===== src/rtl/instr_encoder.sv =====
// instr_encoder: two-stage valid/ready pipeline that packs RV32I instruction fields into a 32-bit word.
// Ports: clk/rst (async active-high); in_valid/in_ready with fmt, op, funct3, funct7 (bit 30),
//        rd, rs1, rs2, imm field inputs; out_valid/out_ready with instr output; err (sticky);
//        count (instructions consumed, wraps).
// Optional: define INSTR_ENCODER_RANGE_CHECK_EN to flag out-of-range immediates on err.
module instr_encoder #(
    parameter int          COUNT_W  = 16,
    parameter logic [31:0] NOP_WORD = 32'h0000_0013
) (
    input  logic               clk,
    input  logic               rst,
    input  logic               in_valid,
    output logic               in_ready,
    input  logic [2:0]         fmt,
    input  logic [6:0]         op,
    input  logic [2:0]         funct3,
    input  logic               funct7,
    input  logic [4:0]         rd,
    input  logic [4:0]         rs1,
    input  logic [4:0]         rs2,
    input  logic [31:0]        imm,
    output logic               out_valid,
    input  logic               out_ready,
    output logic [31:0]        instr,
    output logic               err,
    output logic [COUNT_W-1:0] count
);
    logic        s1_valid;
    logic [2:0]  s1_fmt;
    logic [6:0]  s1_op;
    logic [2:0]  s1_funct3;
    logic        s1_funct7;
    logic [4:0]  s1_rd;
    logic [4:0]  s1_rs1;
    logic [4:0]  s1_rs2;
    logic [31:0] s1_imm;
    logic        s2_load;
    logic        shift;
    logic        illegal;
    logic        range_err;
    logic [31:0] enc;

    assign s2_load  = !out_valid || out_ready;
    // rst gates in_ready so nothing is offered a handshake while reset is held
    assign in_ready = !rst && (!s1_valid || s2_load);

    always_comb begin
        shift   = s1_fmt == 3'b000 && s1_op == 7'b0010011 && s1_funct3[1:0] == 2'b01;
        illegal = s1_fmt[2:1] == 2'b11;
        case (s1_fmt)
            3'b000:  enc = shift ? {1'b0, s1_funct7, 5'b0, s1_imm[4:0], s1_rs1, s1_funct3, s1_rd, s1_op}
                                 : {s1_imm[11:0], s1_rs1, s1_funct3, s1_rd, s1_op};
            3'b001:  enc = {s1_imm[11:5], s1_rs2, s1_rs1, s1_funct3, s1_imm[4:0], s1_op};
            3'b010:  enc = {s1_imm[12], s1_imm[10:5], s1_rs2, s1_rs1, s1_funct3, s1_imm[4:1], s1_imm[11], s1_op};
            3'b011:  enc = {s1_imm[20], s1_imm[10:1], s1_imm[11], s1_imm[19:12], s1_rd, s1_op};
            3'b100:  enc = {s1_imm[31:12], s1_rd, s1_op};
            3'b101:  enc = {1'b0, s1_funct7, 5'b0, s1_rs2, s1_rs1, s1_funct3, s1_rd, s1_op};
            default: enc = NOP_WORD;
        endcase
    end

`ifdef INSTR_ENCODER_RANGE_CHECK_EN
    // a signed N-bit value has all bits from N-1 upward equal
    always_comb begin
        case (s1_fmt)
            3'b000:  range_err = shift ? |s1_imm[31:5] : !(&s1_imm[31:11] || ~|s1_imm[31:11]);
            3'b001:  range_err = !(&s1_imm[31:11] || ~|s1_imm[31:11]);
            3'b010:  range_err = !(&s1_imm[31:12] || ~|s1_imm[31:12]) || s1_imm[0];
            3'b011:  range_err = !(&s1_imm[31:20] || ~|s1_imm[31:20]) || s1_imm[0];
            3'b100:  range_err = |s1_imm[11:0];
            default: range_err = 1'b0;
        endcase
    end
`else
    assign range_err = 1'b0;
`endif

    always_ff @(posedge clk or posedge rst) begin
        if (rst) begin
            s1_valid  <= 1'b0;
            s1_fmt    <= '0;
            s1_op     <= '0;
            s1_funct3 <= '0;
            s1_funct7 <= 1'b0;
            s1_rd     <= '0;
            s1_rs1    <= '0;
            s1_rs2    <= '0;
            s1_imm    <= '0;
            out_valid <= 1'b0;
            instr     <= '0;
            err       <= 1'b0;
            count     <= '0;
        end else begin
            if (in_ready) begin
                s1_valid <= in_valid;
                if (in_valid) begin
                    s1_fmt    <= fmt;
                    s1_op     <= op;
                    s1_funct3 <= funct3;
                    s1_funct7 <= funct7;
                    s1_rd     <= rd;
                    s1_rs1    <= rs1;
                    s1_rs2    <= rs2;
                    s1_imm    <= imm;
                end
            end
            if (s2_load) begin
                out_valid <= s1_valid;
                if (s1_valid) begin
                    instr <= enc;
                    if (illegal || range_err)
                        err <= 1'b1;
                end
            end
            if (out_valid && out_ready)
                count <= count + COUNT_W'(1);
        end
    end
endmodule


===== config.mk =====
export PLATFORM = sky130hd
export DESIGN_NAME = instr_encoder
export DESIGN_NICKNAME = d
export VERILOG_FILES = /design/src/rtl/instr_encoder.sv
export SDC_FILE = /design/constraint.sdc
export NUM_CORES = 1
export LEC_CHECK = 0
export ABC_AREA = 1
export CORE_ASPECT_RATIO = 0.7
export CORE_UTILIZATION = 45
export CTS_CLUSTER_DIAMETER = 80
export DETAILED_ROUTE_END_ITERATION = 10
export PLACE_DENSITY = 0.77
export SLEW_MARGIN = 15
export SYNTH_ARGS = -nofsm -noshare
export SYNTH_HDL_FRONTEND = slang
export SYNTH_SLANG_ARGS = --single-unit

===== constraint.sdc =====
create_clock -name clk -period 4.57 [get_ports clk]
set_input_delay 0.914 -clock clk [delete_from_list [all_inputs] [get_ports clk]]
set_output_delay 0.914 -clock clk [all_outputs]
set_load 0.01 [all_outputs]

* Word level (Yosys, flattened, before mapping) *
Index checks and enable logic that the tools add are counted.

storage, ports and cells
  bits in registers = 112
  output and inout port bits = 51
  logic and storage cells = 37

cells by class
  add/subtract/negate cells = 1
  equality and inequality tests = 8
  multiplexer cells = 2
  reductions and logical operators = 13

operator list
  kind                                                  number
  case mux 32 bit (6 select lines)                      1
  two-way mux 32 bit                                    1
  adder 16 x 1 -> 16 bit (second input constant)        1
  equality test 7 x 5 -> 1 bit (second input constant)  1
  equality test 3 x 2 -> 1 bit (second input constant)  2
  equality test 3 bit (second input constant)           2
  logical AND 1 bit                                     4
  AND reduction 2 bit                                   2
  equality test 3 x 1 -> 1 bit (second input constant)  1
  zero test 1 bit                                       3
  zero test 3 bit                                       1
  AND reduction 3 bit                                   1
  equality test 2 x 1 -> 1 bit (second input constant)  1
  equality test 2 bit (second input constant)           1
  logical OR 1 bit                                      2

* Logic depth before layout (Yosys ltp) *
Gate-level depths: netlist (run 1).

  word-level depth = 5
  depth in mapped cells = 10
  mapped depth without buffers = 10

* Worst setup path after synthesis (run 1) *
Ideal clock, no wire load.

  kind = input port to output port
  from = in rst
  to = out in_ready
  arrival time = 3653 ps
  data required time = 3656 ps
  path slack = 3 ps
  cell stages on the path = 3
  buffers on the path = 0
  cell sequence = inv_1 > nand2_1 > inv_2

between the ends
  cells in the longest elaborated chain, start to end = 2

ends and longest elaborated chain
  what                              RTL line  RTL
  from (decl)                       11        input logic rst,
  zero test 1 bit (no source line)  n/a
  logical AND 1 bit                 45        assign in_ready = !rst && (!s1_valid || s2_load);
  to (decl)                         13        output logic in_ready,

No other way between the ends.

* Worst setup path in the final report (run 1) *
  from = in out_ready
  to = out in_ready

between the ends
  cells in the longest elaborated chain, start to end = 3

ends and longest elaborated chain
  what               RTL line  RTL
  from (decl)        23        input logic out_ready,
  logical OR 1 bit   43        assign s2_load = !out_valid || out_ready;
  logical OR 1 bit   45
  logical AND 1 bit  45

No other way between the ends.

==> metrics.md, run 1 <==
| Metric | Value |
|---|---|
| Status | `complete, no violations` |
| Pin count of the biggest net entering global routing | `72` |
| Synth cell types | `33` |
| Antenna-violating nets left | `0` |
| Post-Syn Nets | `586` |
| Clk_lat worst skew | `0.35 ns` |
| Cts repair resizes | `0` |
| Maximum clock insertion buffer count | `2` |
| DRC violations left | `0` |
| Fin worst setup slack | `1.40 ns` |
| Syn Inst Count | `520` |
| Vias in the first global route | `3906` |
| Worst-path clk slew | `0.07 ns` |
| Fraction of layout cells with a size suffix above 1 | `11.8%` |
| DRT iter0 DRCs | `304` |
| Top post-synthesis cells by count | `nand2_1, dfrtp_1, inv_1` |
| Routed wire per std cell | `15.0 microns` |
| Total GRT Usage | `21.6%` |
| Setup Crit Path Kind | `primary input to output port` |
| Final Skew | `0.00701 ns` |
| Hold path depth | `2` |
| Placed inst area | `6220 sq um` |
| Slew headroom | `28.6%` |
| Worst path arrival time | `2.25 ns` |
| Setup violations, final | `0` |
| Fmax | `316 MHz` |
| Reg2reg start | `out_valid` |
| Mapped cell area | `5000 sq um` |
| Die Ht | `90.2 microns` |
| Ys Warns | `0` |
| Max Fanout on Critical Path | `4` |
| GR Overflow Total | `0` |
| CTS sink cnt | `112` |
| Num CTS Buffers | `9` |
| Syn Area/Cell | `9.61 sq um` |
| Post-Place Worst Slack | `1.41 ns` |
| FF+latch area | `2800 sq um` |
| Multi-input logic area | `1810 sq um` |
| Fillers | `904` |
| CTS tree | `done` |
| Yosys top cell area share | `56.1%` |
| CTS H-Tree Depth | `3` |
| Main synth FF type | `dfrtp_1` |
| Setup_tns | `0 ns` |
| Most frequent cell after synthesis | `nand2_1` |
| DR vias | `3873` |
| WL final | `11800 microns` |
| Asr flop ratio synth | `100%` |
| Seq/Total Area, Yosys | `56.1%` |
| Worst Reg-to-Reg Cells | `9` |
| Worst slew pin tran | `1.07 ns` |
| Max-slew violations | `0` |
| VDD IR-drop max | `0.000217 V` |
| Drt pass-1 iters | `4` |
| Setup crit start | `out_ready` |
| Startpoint Class | `primary input` |
| Routability cong. | `0.854` |
| Static Leak | `3.18 nW` |
| Post-CTS setup buffers | `0` |
| Endpoints failing hold | `0` |
| CP required | `3.66 ns` |
| Hold endpoint | `instr[29]` |
| Hold_sp | `instr[29]` |
| Dpl hpwl | `8300 microns` |
| PwrDens | `477 nW/um^2` |
| Initial Util | `47.4%` |
| Synth area leader | `dfrtp_1` |
| Vias/cell | `4.93` |
| Number of synthesized flops with an enable pin | `0` |
| R2R setup slack | `2.42 ns` |
| Initial antenna violation count | `0` |
| Final worst-path cycle share | `69.3%` |
| RSZ-0062 raised after global routing | `no` |
| I/O Pins | `116` |
| Post-synthesis register bit count | `112` |
| Final #Nets | `698` |
| Fin area | `6540 sq um` |
| CTS hold repair buffers | `0` |
| Root Driver | `clkbuf_16` |
| Rows | `31` |
| Post-layout min period | `3.17 ns` |
| Max_cap viols | `0` |
| Die X | `128 microns` |
| Die area | `11500 sq um` |
| Global-route wire length before repair | `19200 microns` |
| Area of the core | `10600 sq um` |
| Setup crit end kind | `output port` |
| Worst reg2reg path endpoint | `s1_funct3[0]` |
| Port Buf Inserts | `115` |
| Synthesis-to-finish area growth | `30.9%` |
| Synth top area cells | `dfrtp_1, nand2_1, mux2_4` |
| HP Class | `flip-flop to flip-flop` |
==> state kept, by name, summed over array words and instances (netlist names) <==
register	count
s1_valid	1
err	1
count	16
instr	32
s1_funct7	1
s1_imm	32
s1_fmt	3
out_valid	1
s1_funct3	3
s1_rd	5
s1_rs2	5
s1_op	7
s1_rs1	5
==> kinds of logic (layout without fill, tap and decap cells) <==
group / after synthesis / count (layout) / share of synthesized area (%)
AO/OA/AOI/OAI: 80 / 80 / 10.1
other: 0 / 1 / 0
buffers and inverters: 82 / 199 / 7.84
adder cells (fa/ha/maj): 1 / 1 / 0.250
flip-flops: 112 / 112 / 56.1
AND/OR/NAND/NOR: 212 / 212 / 17.6
XOR/XNOR: 13 / 13 / 2.28
multiplexers: 20 / 20 / 5.86
==> layout make-up <==
cell class,count,share of cell area [%]
Inverter,63,3.65
Multi-Input combinational cell,326,27.6
Tap cell,148,2.83
Antenna cell,1,0.0382
Clock buffer,9,3.44
Clock inverter,7,1.45
Sequential cell,112,42.8
Timing Repair Buffer,120,18.2
==> placed cells by master (no fill, tap or decap), types with 4 or more instances in the layout <==
cell             synthesis  layout
a21oi_1                 26      26
a21oi_2                 18      18
buf_4                    2       5
clkbuf_16                0       9
clkdlybuf4s50_1          0     115
dfrtp_1                112     112
inv_1                   60      59
mux2_4                  18      18
nand2_1                125     125
nand3_1                 18      18
nor2_1                  54      53
nor2_2                   3       4
o21ai_0                 12      12
o21ai_1                  5       5
o22ai_1                 13      13
xnor2_1                  6       6
xor2_1                   7       7
==> worst max-delay path: stages <==
cell and delay, ns:
clkdlybuf4s50_1 0.53, nor2_2 0.07, nand2_1 0.05, nand2_1 0.06
inv_2 0.08, clkdlybuf4s50_1 0.54
==> per-stage QoR <==
stage / hold slack, ns / power [mW] / util [%] / std cells
after floorplan: 0.462 / 1.84 / - / 520
after global placement: 0.462 / 2.26 / 59.0 / 769
after detailed placement: 0.464 / 2.29 / 59.0 / 769
after CTS: 0.483 / 3.14 / 62.0 / 785
after global routing: 0.510 / 3.29 / 62.0 / 785
final: 0.478 / 3.12 / 62.0 / 786
==> worst max-delay path by stage <==
stage / endpoint
2_1_floorplan: in_ready
3_3_place_gp: in_ready
3_5_place_dp: in_ready
4_1_cts: in_ready
5_1_grt: in_ready
6_report: in_ready
==> layer usage <==
| layer | GRT usage (%) | part of all wire [%] |
|---|---|---|
| met3 | 5.36 | 6.9 |
| met1 | 32.2 | 49 |
| met5 | 0 | 0 |
| met2 | 32.1 | 43 |
| met4 | 4.12 | 1.0 |
==> report_power, final <==
| part | switching [mW] | internal, mW |
|---|---|---|
| Sequential | 0.153 | 1.22 |
| Clock | 0.360 | 0.481 |
| Combinational | 0.434 | 0.470 |
| Total | 0.948 | 2.17 |
Note: power is estimated with default switching activity, not from simulation.
==> run 2: changes to the inputs <==
- CORE_UTILIZATION: 45 -> 50
- PLACE_DENSITY: 0.77 -> 0.81
- clock period: 4.57 -> 3.2 ns (I/O delays scaled with it)
==> metrics.md, run 2 (same netlist as run 1, synthesis figures left out) <==
| Metric | Value |
|---|---|
| Status | `complete, no violations (unchanged)` |
| Post-layout min period | `2.69 ns` |
| Routability cong. | `0.836 (was 0.854)` |
| Core Util, Final | `67.5% (was 62.0%)` |
| Max_cap viols | `0 (unchanged)` |
| CTS hold repair buffers | `0 (unchanged)` |
| Endpoints failing hold | `0 (unchanged)` |
| Setup violations, final | `0 (unchanged)` |
| Fin worst setup slack | `0.510 ns (was 1.40 ns)` |
| Reg2reg start | `out_valid (unchanged)` |
| PwrDens | `667 nW/um^2 (was 477 nW/um^2)` |
| Worst reg2reg path endpoint | `s1_imm[7] (was s1_funct3[0])` |
| Fraction of layout cells with a size suffix above 1 | `12.3% (was 11.8%)` |
| # diodes | `0 (was 1)` |
| Cts repair resizes | `0 (unchanged)` |
| Top flop regs | `instr x32, s1_imm x32, count x16 (unchanged)` |
| Initial antenna violation count | `0 (unchanged)` |
| Initial Util | `51.6% (was 47.4%)` |
| DR vias | `3928 (was 3873)` |
| Post-Place Worst Slack | `0.510 ns (was 1.41 ns)` |
| VDD IR-drop max | `0.000361 V (was 0.000217 V)` |
| Slew headroom | `43.7% (was 28.6%)` |
| CTS tree | `done (unchanged)` |
| Num CTS Buffers | `9 (unchanged)` |
| Pin count of the biggest net entering global routing | `69 (was 72)` |
| Startpoint Class | `primary input (unchanged)` |
| WL final | `12100 microns (was 11800 microns)` |
| HP Class | `flip-flop to flip-flop (unchanged)` |
| Worst slew pin tran | `0.845 ns (was 1.07 ns)` |
| Total GRT Usage | `24.7% (was 21.6%)` |
| R2R setup slack | `1.41 ns (was 2.42 ns)` |
| Final #Nets | `701 (was 698)` |
| Hold_sp | `instr[13] (was instr[29])` |
| Vias in the first global route | `3872 (was 3906)` |
| Critical path's slowest cell | `clkdlybuf4s50_1 (unchanged)` |
| Rows | `30 (was 31)` |
| Most frequent cells in the layout | `nand2_1, clkdlybuf4s50_1, dfrtp_1 (unchanged)` |
| Setup crit end kind | `output port (unchanged)` |
| Fillers | `748 (was 904)` |
| Maximum clock insertion buffer count | `2 (unchanged)` |
| GR Overflow Total | `0 (unchanged)` |
| Max-slew violations | `0 (unchanged)` |
| Synthesis-to-finish area growth | `30.9% (about the same)` |
| Clk_lat worst skew | `0.35 ns (about the same)` |
| Post-CTS setup buffers | `0 (unchanged)` |
| Post-Place Cells | `752 (was 769)` |
| Fmax | `372 MHz` |
| CP required | `2.56 ns (was 3.66 ns)` |
| DRT iter0 DRCs | `259 (was 304)` |
| Dpl hpwl | `8740 microns (was 8300 microns)` |
| Setup Crit Path Kind | `primary input to output port (unchanged)` |
| Global-route wire length before repair | `19300 microns (was 19200 microns)` |
| Die X | `121 microns (was 128 microns)` |
| Routed wire per std cell | `15.8 microns (was 15.0 microns)` |
| CP peak stage delay | `0.56 ns (was 0.54 ns)` |
| Worst Reg-to-Reg Cells | `8 (was 9)` |
| Max Fanout on Critical Path | `4 (unchanged)` |
| Placed inst area | `6250 sq um (was 6220 sq um)` |
| Leading cell type in the layout, fill and taps excluded | `nand2_1 (unchanged)` |
| Hold endpoint | `instr[13] (was instr[29])` |
| DRC violations left | `0 (unchanged)` |
| Worst path arrival time | `2.05 ns (was 2.25 ns)` |
| Die Ht | `85.6 microns (was 90.2 microns)` |
| Static Leak | `3.20 nW (was 3.18 nW)` |
| CTS sink cnt | `112 (unchanged)` |
| I/O Pins | `116 (unchanged)` |
| Antenna-violating nets left | `0 (unchanged)` |
| CTS H-Tree Depth | `3 (unchanged)` |
| Root Driver | `clkbuf_16 (unchanged)` |
| Hold path depth | `2 (unchanged)` |
| Fin area | `6540 sq um (about the same)` |
| RSZ-0062 raised after global routing | `no (unchanged)` |
| Final Skew | `0.00810 ns (was 0.00701 ns)` |
| Drt pass-1 iters | `4 (unchanged)` |
| Vias/cell | `5.11 (was 4.93)` |
| Total power | `4.37 mW (was 3.12 mW)` |
| Worst-path clk slew | `0.07 ns (about the same)` |
| Final worst-path cycle share | `84.1%` |
| Finished Layout Cells | `768 (was 786)` |
| Area of the core | `9680 sq um (was 10600 sq um)` |
| Port Buf Inserts | `115 (unchanged)` |
| Die area | `10400 sq um (was 11500 sq um)` |
| Crit path cell chain | `clkdlybuf4s50_1, nor2_2, nand2_1, nand2_1, inv_2, clkdlybuf4s50_1 (unchanged)` |
==> run 2: changes by cell type in the layout (fill, tap and decap cells not counted) <==
cell | previous run | this run
buf_12 | 0 | 2
buf_4 | 5 | 6
bufinv_16 | 2 | 0
clkbuf_8 | 0 | 3
clkinv_4 | 1 | 0
clkinvlp_4 | 1 | 2
diode_2 | 1 | 0
inv_4 | 1 | 0
mux2_1 | 1 | 0
mux2_4 | 18 | 19
==> run 2: how the worst max path moves through the flow <==
stage,from,to,slack [ns],cells past startpoint
after CTS,out_ready,in_ready,0.51,6
after detailed placement,out_ready,in_ready,0.51,6
final,out_ready,in_ready,0.51,6
after global routing,out_ready,in_ready,0.47,6
after floorplan,rst,s1_funct7,-0.04,6
after global placement,out_ready,in_ready,0.61,6
==> run 2: power breakdown <==
| part | switching [mW] | internal [mW] | total (mW) |
|---|---|---|---|
| clock network | 0.498 | 0.592 | 1.09 |
| logic | 0.624 | 0.680 | 1.30 |
| registers | 0.228 | 1.74 | 1.97 |
==> run 2: critical path, delay by kind of cell <==
family        cells  cell delay, ns
buf+inv           3            1.17
simple gates      3            0.23
==> run 2: area by class of cell <==
| type | instances | area, sq um | area share (%) |
|---|---|---|---|
| clock buffer | 12 | 267 | 4.07 |
| clock inverter | 4 | 26.3 | 0.402 |
| inverter | 63 | 240 | 3.67 |
| multi-input combinational | 326 | 1810 | 27.7 |
| sequential | 112 | 2800 | 42.8 |
| tap | 128 | 160 | 2.45 |
| timing repair buffer | 123 | 1240 | 18.9 |
==> run 2: per-stage QoR <==
step / setup TNS (ns) / hold WS (ns)
floorplan: -0.652 / 0.462
global placement: 0 / 0.469
detailed placement: 0 / 0.469
CTS: 0 / 0.490
global route: 0 / 0.512
finish: 0 / 0.486
==> run 2: per-layer routing <==
layer	part of all wire [%]	track usage (%)	up-vias	wire, microns
li1	-	-	1871	-
met1	47	34.4	1917	5740
met2	45	38.2	126	5470
met3	6.4	6.65	14	773
met4	1.1	7.07	0	137
met5	0	0	-	0
